==> src/rtl/rc4_pkg.sv <==
// Shared constants and types for the RC4 key-search plaintext path.
package rc4_pkg;

  localparam int DEFAULT_MSG_LEN = 32;

  // Plaintext alphabet: space plus lowercase letters.
  localparam logic [7:0] ASCII_SPACE = 8'h20;
  localparam logic [7:0] ASCII_LOW_A = 8'h61;
  localparam logic [7:0] ASCII_LOW_Z = 8'h7A;

  typedef enum logic [1:0] {
    IDLE  = 2'd0,
    WRITE = 2'd1,
    DONE  = 2'd2
  } checker_state_t;

endpackage : rc4_pkg

==> src/rtl/ascii_char_check.sv <==
// Combinational plaintext-alphabet test for one byte; also used by the
// multi-core key-search arbiter.
module ascii_char_check
  import rc4_pkg::*;
(
  input  logic [7:0] i_byte,
  output logic       o_is_legal
);

  assign o_is_legal = (i_byte == ASCII_SPACE) ||
                      ((i_byte >= ASCII_LOW_A) && (i_byte <= ASCII_LOW_Z));

endmodule : ascii_char_check

==> src/rtl/plaintext_checker_writer.sv <==
// Streams the decrypted message into the DE RAM one byte per cycle while
// checking every byte against the plaintext alphabet.
module plaintext_checker_writer
  import rc4_pkg::*;
#(
  parameter int MSG_LEN          = DEFAULT_MSG_LEN,
  parameter int ADDR_W           = $clog2(MSG_LEN),
  parameter bit ABORT_ON_INVALID = 1'b1
) (
  input  logic              clk,
  input  logic              reset,
  input  logic              start,
  input  logic              abort,
  input  logic [7:0]        decrypted_data [MSG_LEN],
  output logic [ADDR_W-1:0] de_address,
  output logic [7:0]        de_data,
  output logic              de_wren,
  output logic              busy,
  output logic              done,
  output logic              key_valid,
  output logic [ADDR_W-1:0] bad_index
);

  localparam logic [ADDR_W-1:0] LAST_IDX = ADDR_W'(MSG_LEN - 1);

  checker_state_t    r_state;
  logic [ADDR_W-1:0] r_idx;
  logic [ADDR_W-1:0] r_de_address;
  logic [7:0]        r_de_data;
  logic              r_de_wren;
  logic              r_busy;
  logic              r_done;
  logic              r_key_valid;
  logic [ADDR_W-1:0] r_bad_index;

  checker_state_t    w_state_nxt;
  logic [ADDR_W-1:0] w_idx_nxt;
  logic [ADDR_W-1:0] w_de_address_nxt;
  logic [7:0]        w_de_data_nxt;
  logic              w_de_wren_nxt;
  logic              w_busy_nxt;
  logic              w_done_nxt;
  logic              w_key_valid_nxt;
  logic [ADDR_W-1:0] w_bad_index_nxt;

  logic [7:0]        w_cur_byte;
  logic              w_cur_legal;
  logic [ADDR_W-1:0] w_next_idx;
  logic              w_last_write;

  // In WRITE, the byte on the RAM port this cycle is byte r_idx; it is
  // checked now and the following byte is registered at the same edge.
  assign w_cur_byte   = decrypted_data[r_idx];
  assign w_next_idx   = r_idx + 1'b1;
  assign w_last_write = (r_idx == LAST_IDX) || (ABORT_ON_INVALID && !w_cur_legal);

  ascii_char_check u_char_check (
    .i_byte     (w_cur_byte),
    .o_is_legal (w_cur_legal)
  );

  always_comb begin
    // NOTE: every signal gets a default before any branch, so no path leaves
    // a variable unassigned and no latch is inferred.
    w_state_nxt      = r_state;
    w_idx_nxt        = r_idx;
    w_de_address_nxt = r_de_address;
    w_de_data_nxt    = r_de_data;
    w_de_wren_nxt    = 1'b0;
    w_busy_nxt       = 1'b0;
    w_done_nxt       = 1'b0;
    w_key_valid_nxt  = r_key_valid;
    w_bad_index_nxt  = r_bad_index;

    if (abort) begin
      w_state_nxt     = IDLE;
      w_key_valid_nxt = 1'b0;
      w_bad_index_nxt = '0;
    end else begin
      unique case (r_state)
        IDLE: begin
          if (start) begin
            w_state_nxt      = WRITE;
            w_idx_nxt        = '0;
            w_de_address_nxt = '0;
            w_de_data_nxt    = decrypted_data[0];
            w_de_wren_nxt    = 1'b1;
            w_busy_nxt       = 1'b1;
            w_key_valid_nxt  = 1'b1;
            w_bad_index_nxt  = '0;
          end
        end

        WRITE: begin
          if (!w_cur_legal && r_key_valid) begin
            w_key_valid_nxt = 1'b0;
            w_bad_index_nxt = r_idx;
          end
          if (w_last_write) begin
            w_state_nxt = DONE;
            w_done_nxt  = 1'b1;
            if (w_key_valid_nxt) begin
              w_bad_index_nxt = LAST_IDX;
            end
          end else begin
            w_idx_nxt        = w_next_idx;
            w_de_address_nxt = w_next_idx;
            w_de_data_nxt    = decrypted_data[w_next_idx];
            w_de_wren_nxt    = 1'b1;
            w_busy_nxt       = 1'b1;
          end
        end

        // A start coinciding with the done pulse is dropped on purpose.
        DONE: w_state_nxt = IDLE;

        default: w_state_nxt = IDLE;
      endcase
    end
  end

  always_ff @(posedge clk or negedge reset) begin
    if (!reset) begin
      r_state      <= IDLE;
      r_idx        <= '0;
      r_de_address <= '0;
      r_de_data    <= '0;
      r_de_wren    <= 1'b0;
      r_busy       <= 1'b0;
      r_done       <= 1'b0;
      r_key_valid  <= 1'b0;
      r_bad_index  <= '0;
    end else begin
      // NOTE: non-blocking assignments so every register samples the values
      // of the previous cycle regardless of statement order.
      r_state      <= w_state_nxt;
      r_idx        <= w_idx_nxt;
      r_de_address <= w_de_address_nxt;
      r_de_data    <= w_de_data_nxt;
      r_de_wren    <= w_de_wren_nxt;
      r_busy       <= w_busy_nxt;
      r_done       <= w_done_nxt;
      r_key_valid  <= w_key_valid_nxt;
      r_bad_index  <= w_bad_index_nxt;
    end
  end

  assign de_address = r_de_address;
  assign de_data    = r_de_data;
  assign de_wren    = r_de_wren;
  assign busy       = r_busy;
  assign done       = r_done;
  assign key_valid  = r_key_valid;
  assign bad_index  = r_bad_index;

endmodule : plaintext_checker_writer
==> config.mk <==
export PLATFORM = sky130hd
export DESIGN_NAME = plaintext_checker_writer
export DESIGN_NICKNAME = d
export VERILOG_FILES = /design/src/rtl/rc4_pkg.sv /design/src/rtl/ascii_char_check.sv /design/src/rtl/plaintext_checker_writer.sv
export SDC_FILE = /design/constraint.sdc
export NUM_CORES = 1
export LEC_CHECK = 0
export CAP_MARGIN = 25
export CORE_ASPECT_RATIO = 1.2
export CORE_MARGIN = 3
export CORE_UTILIZATION = 44
export DETAILED_ROUTE_END_ITERATION = 10
export PLACE_DENSITY = 0.89
export SLEW_MARGIN = 20
export SYNTH_ARGS = -nofsm -noshare
export SYNTH_HDL_FRONTEND = slang
export SYNTH_HIERARCHICAL = 1
export SYNTH_SLANG_ARGS = --single-unit
==> constraint.sdc <==
create_clock -name clk -period 9.07 [get_ports clk]
set_input_delay 1.814 -clock clk [delete_from_list [all_inputs] [get_ports clk]]
set_output_delay 1.814 -clock clk [all_outputs]
set_load 0.01 [all_outputs]
==> flow_summary.yaml <==
outcome:
  outcome: "completed"
pwr:
  share_seq_of_total_power_pct: 22.7
  static_leakage_nw: 2.59
  power.total_uw: 536
  cellPowerDensity_nw_per_um2: 65.8
  cell_internal_pwr_uw: 380
  power.share.clock_pct: 18.0
  power_switching_share_pct: 29.1
  max-vdd-ir-drop_v: 0.0000767
  netSwitchingPower_uw: 156
  comb_power_share_pct: 59.3
worst_hold_path:
  hold_path_startpoint: "bad_index[2]"
  min_path_type: "reg -> reg"
  whs_endpoint: "bad_index[2]"
  worst_hold_path.num_cells: 1
sta:
  timing_hold_violations_final: 0
  worst_pin_slew_ps: 1100
  period_needed_ps: 5630
  worst_clock_skew_ps: 4.40
  grt_setup_unrepaired: "false"
  max_freq_mhz: 178
  min_period_over_period_pct: 62.1
  final.setup.tns_ps: 0
  postLayoutSetupSlackWorst_ps: 3440
  timing.hold.ws_ps: 500
  setup-violations-final: 0
  final-max-slew-violation-count: 0
  slew_headroom_pct: 26.6
floorplanning:
  core-area_um2: 11300
  initial_utilization_pct: 46.0
  floorplan.io_pins: 282
  die_x_um: 105
  die_area_um2: 13200
  num_rows: 42
  die_h_um: 125
routing:
  drtPass1Iterations: 5
  detail-route-antenna-nets: 0
  drc: 0
  drtIter0Drc: 442
  route.final.wire_length_um: 22000
  detail_route.vias_per_cell: 6.87
  vias: 5518
  avgRoutedWirePerCell_um: 27.3
worst_setup_path:
  worst_ep_arrival_time_ps: 5790
  worstReg2RegEnd: "de_data[1]"
  crit_path_start_kind: "input port"
  timing_worst_setup_path_type: "in -> reg"
  timing.critical_path.cells: "clkdlybuf4s50_1 > mux4_2 > mux4_2 > mux2_2 > nor3_2 > and3_2 > nor3_2 > and3b_1 > o21ai_1 > clkinv_1 > nand2_1 > a311oi_1 > a211oi_1"
  cpMaxStageDelayCell: "sky130_fd_sc_hd__mux4_2"
  critical-path-max-stage-delay_ps: 550
  cp.required_ps: 9230
  critPathCaptureType: "flop"
  regToRegStartpoint: "de_address[1]"
  timing.reg2reg.worst_path_depth: 13
  reg2reg_setup_slack_ps: 3910
  worstPathMaxFanout: 19
clock_network:
  postCtsResizedCells: 0
  cts_max_level: 1
  clk-insertion-delay-late_ps: 250
  tritoncts: "yes"
  worst_setup_hold_path_clk_slew_ps: 60
  root_driver: "sky130_fd_sc_hd__clkbuf_16"
  post_cts_setup_inserts: 0
  tritoncts.num_buffers: 3
  max_buffers_root_to_sink: 2
  cts-hold-fix-buffers: 0
  tritoncts_num_sinks: 23
synth:
  syn_inst: 408
  synthesis.area_per_instance_um2: 12.7
  synth_enable_flop_cells: 0
  ys_seq_elements: 23
  post_synthesis_cell_area_um2: 5200
  yosys_most_used_dff: "sky130_fd_sc_hd__dfrtp_1"
  synth-seq-area-share_pct: 11.1
  synth-async-reset-ratio_pct: 100
  synth-warning-count: 6
  syn-num-nets: 670
  synth_cell_types: 36
global_routing:
  first_global_vias: 6035
  grt_pass1_wl_um: 34100
  largest_net_degree_at_the_start_of_global_routing: 103
  grt_overflow: 0
  antenna_violations_before_repair: 1
  grt_usage_pct: 33.1
final_layout:
  final_nets: 911
  layout.core_utilization_pct: 72.0
  area.growth.synth_to_final_pct: 56.5
  post_layout_nonfiller_instances: 803
  postLayoutCellArea_um2: 8130
  post_route_cells_drive_above_1_share_pct: 27.2
  fill_cells: 788
placement:
  gp_congestion: 0.928
  placed_cells: 797
  buffer_ports.inserted: 281
  detailedPlace.worstSlack_ps: 3280
  dp_hpwl_um: 18000
  post_placement_cell_area_um2: 8050
run:
  maxCapViolations: 0
[how the worst max path moves through the flow]
stage               cells after the start         end  slack, ps               start
global placement                       13  de_data[2]       3420  decrypted_data[73]
detailed placement                     13  de_data[1]       3280  decrypted_data[73]
CTS                                    13  de_data[1]       3510  decrypted_data[73]
floorplan                              12  de_data[0]       4440   decrypted_data[1]
global route                           13  de_data[1]       3230  decrypted_data[73]
finish                                 13  de_data[1]       3440  decrypted_data[73]
[worst max-delay path: cells and delay by family]
| family | cells | cell delay (ps) |
|---|---|---|
| muxes | 3 | 1360 |
| buffers and inverters | 2 | 1000 |
| and+or+nand+nor | 5 | 910 |
| AOI/OAI and AO/OA | 3 | 700 |
[flip-flops by register name, summed over array words and instances (netlist names)]
register	count
de_data	8
busy	1
key_valid	1
r_state	2
done	1
bad_index	5
de_address	5
[logic make-up after synthesis]
logic type | Yosys count | synth area share, %
compound gates | 47 | 6.36
xor+xnor | 3 | 0.506
fa+ha+maj | 2 | 0.482
buf+inv | 55 | 5.30
flops | 23 | 11.1
mux | 152 | 64.1
simple gates | 126 | 12.1
[per-layer routing]
metal  part of all wire (%)  track usage (%)
met4                    5.6             15.2
met1                     33             40.4
met5                      0                0
met3                    8.1             4.74
met2                     53             57.8
[cell usage after synthesis, types with 10 or more instances]
master,number,share of area [%]
sky130_fd_sc_hd__and3_1,10,1.2
sky130_fd_sc_hd__buf_2,19,1.8
sky130_fd_sc_hd__buf_4,12,1.7
sky130_fd_sc_hd__clkbuf_1,20,1.4
sky130_fd_sc_hd__dfrtp_1,23,11
sky130_fd_sc_hd__mux4_2,144,62
sky130_fd_sc_hd__nand2_1,30,2.2
sky130_fd_sc_hd__nand3_1,41,3.9
sky130_fd_sc_hd__nor2_1,15,1.1
[placed cells by master, fill, tap and decap left out, drive strengths merged, types with 2 or more instances in the layout]
master         instances
clkdlybuf4s50        280
mux4                 144
nand3                 41
nand2                 30
dfrtp                 23
nor2                  15
and3                  11
nor3                  10
buf                    9
mux2                   8
a31oi                  8
a311oi                 8
nand4                  8
a211oi                 8
a21oi                  8
nor2b                  5
o2bb2ai                5
o21ai                  5
clkbuf                 4
and3b                  2
xnor2                  2
a32o                   2
nor3b                  2
ha                     2
[area by class of cell]
cell class	instances	area (µm²)	share of cell area, %
Timing Repair Buffer	289	2880	35.5
Tap cell	154	193	2.37
Sequential cell	23	582	7.15
Clock buffer	4	78.8	0.969
Multi-Input combinational cell	330	4390	53.9
Antenna cell	1	2.50	0.0308
Inverter	2	7.51	0.0923
[power groups by stage]
stage	sequential [mW]	clock [mW]	combinational, mW
after CTS	0.122	0.0960	0.316
after floorplan	0.123	0	0.137
after global routing	0.123	0.102	0.334
after global placement	0.123	0	0.305
after detailed placement	0.124	0	0.314
final	0.122	0.0963	0.317
(Power assumes the default switching activity.)
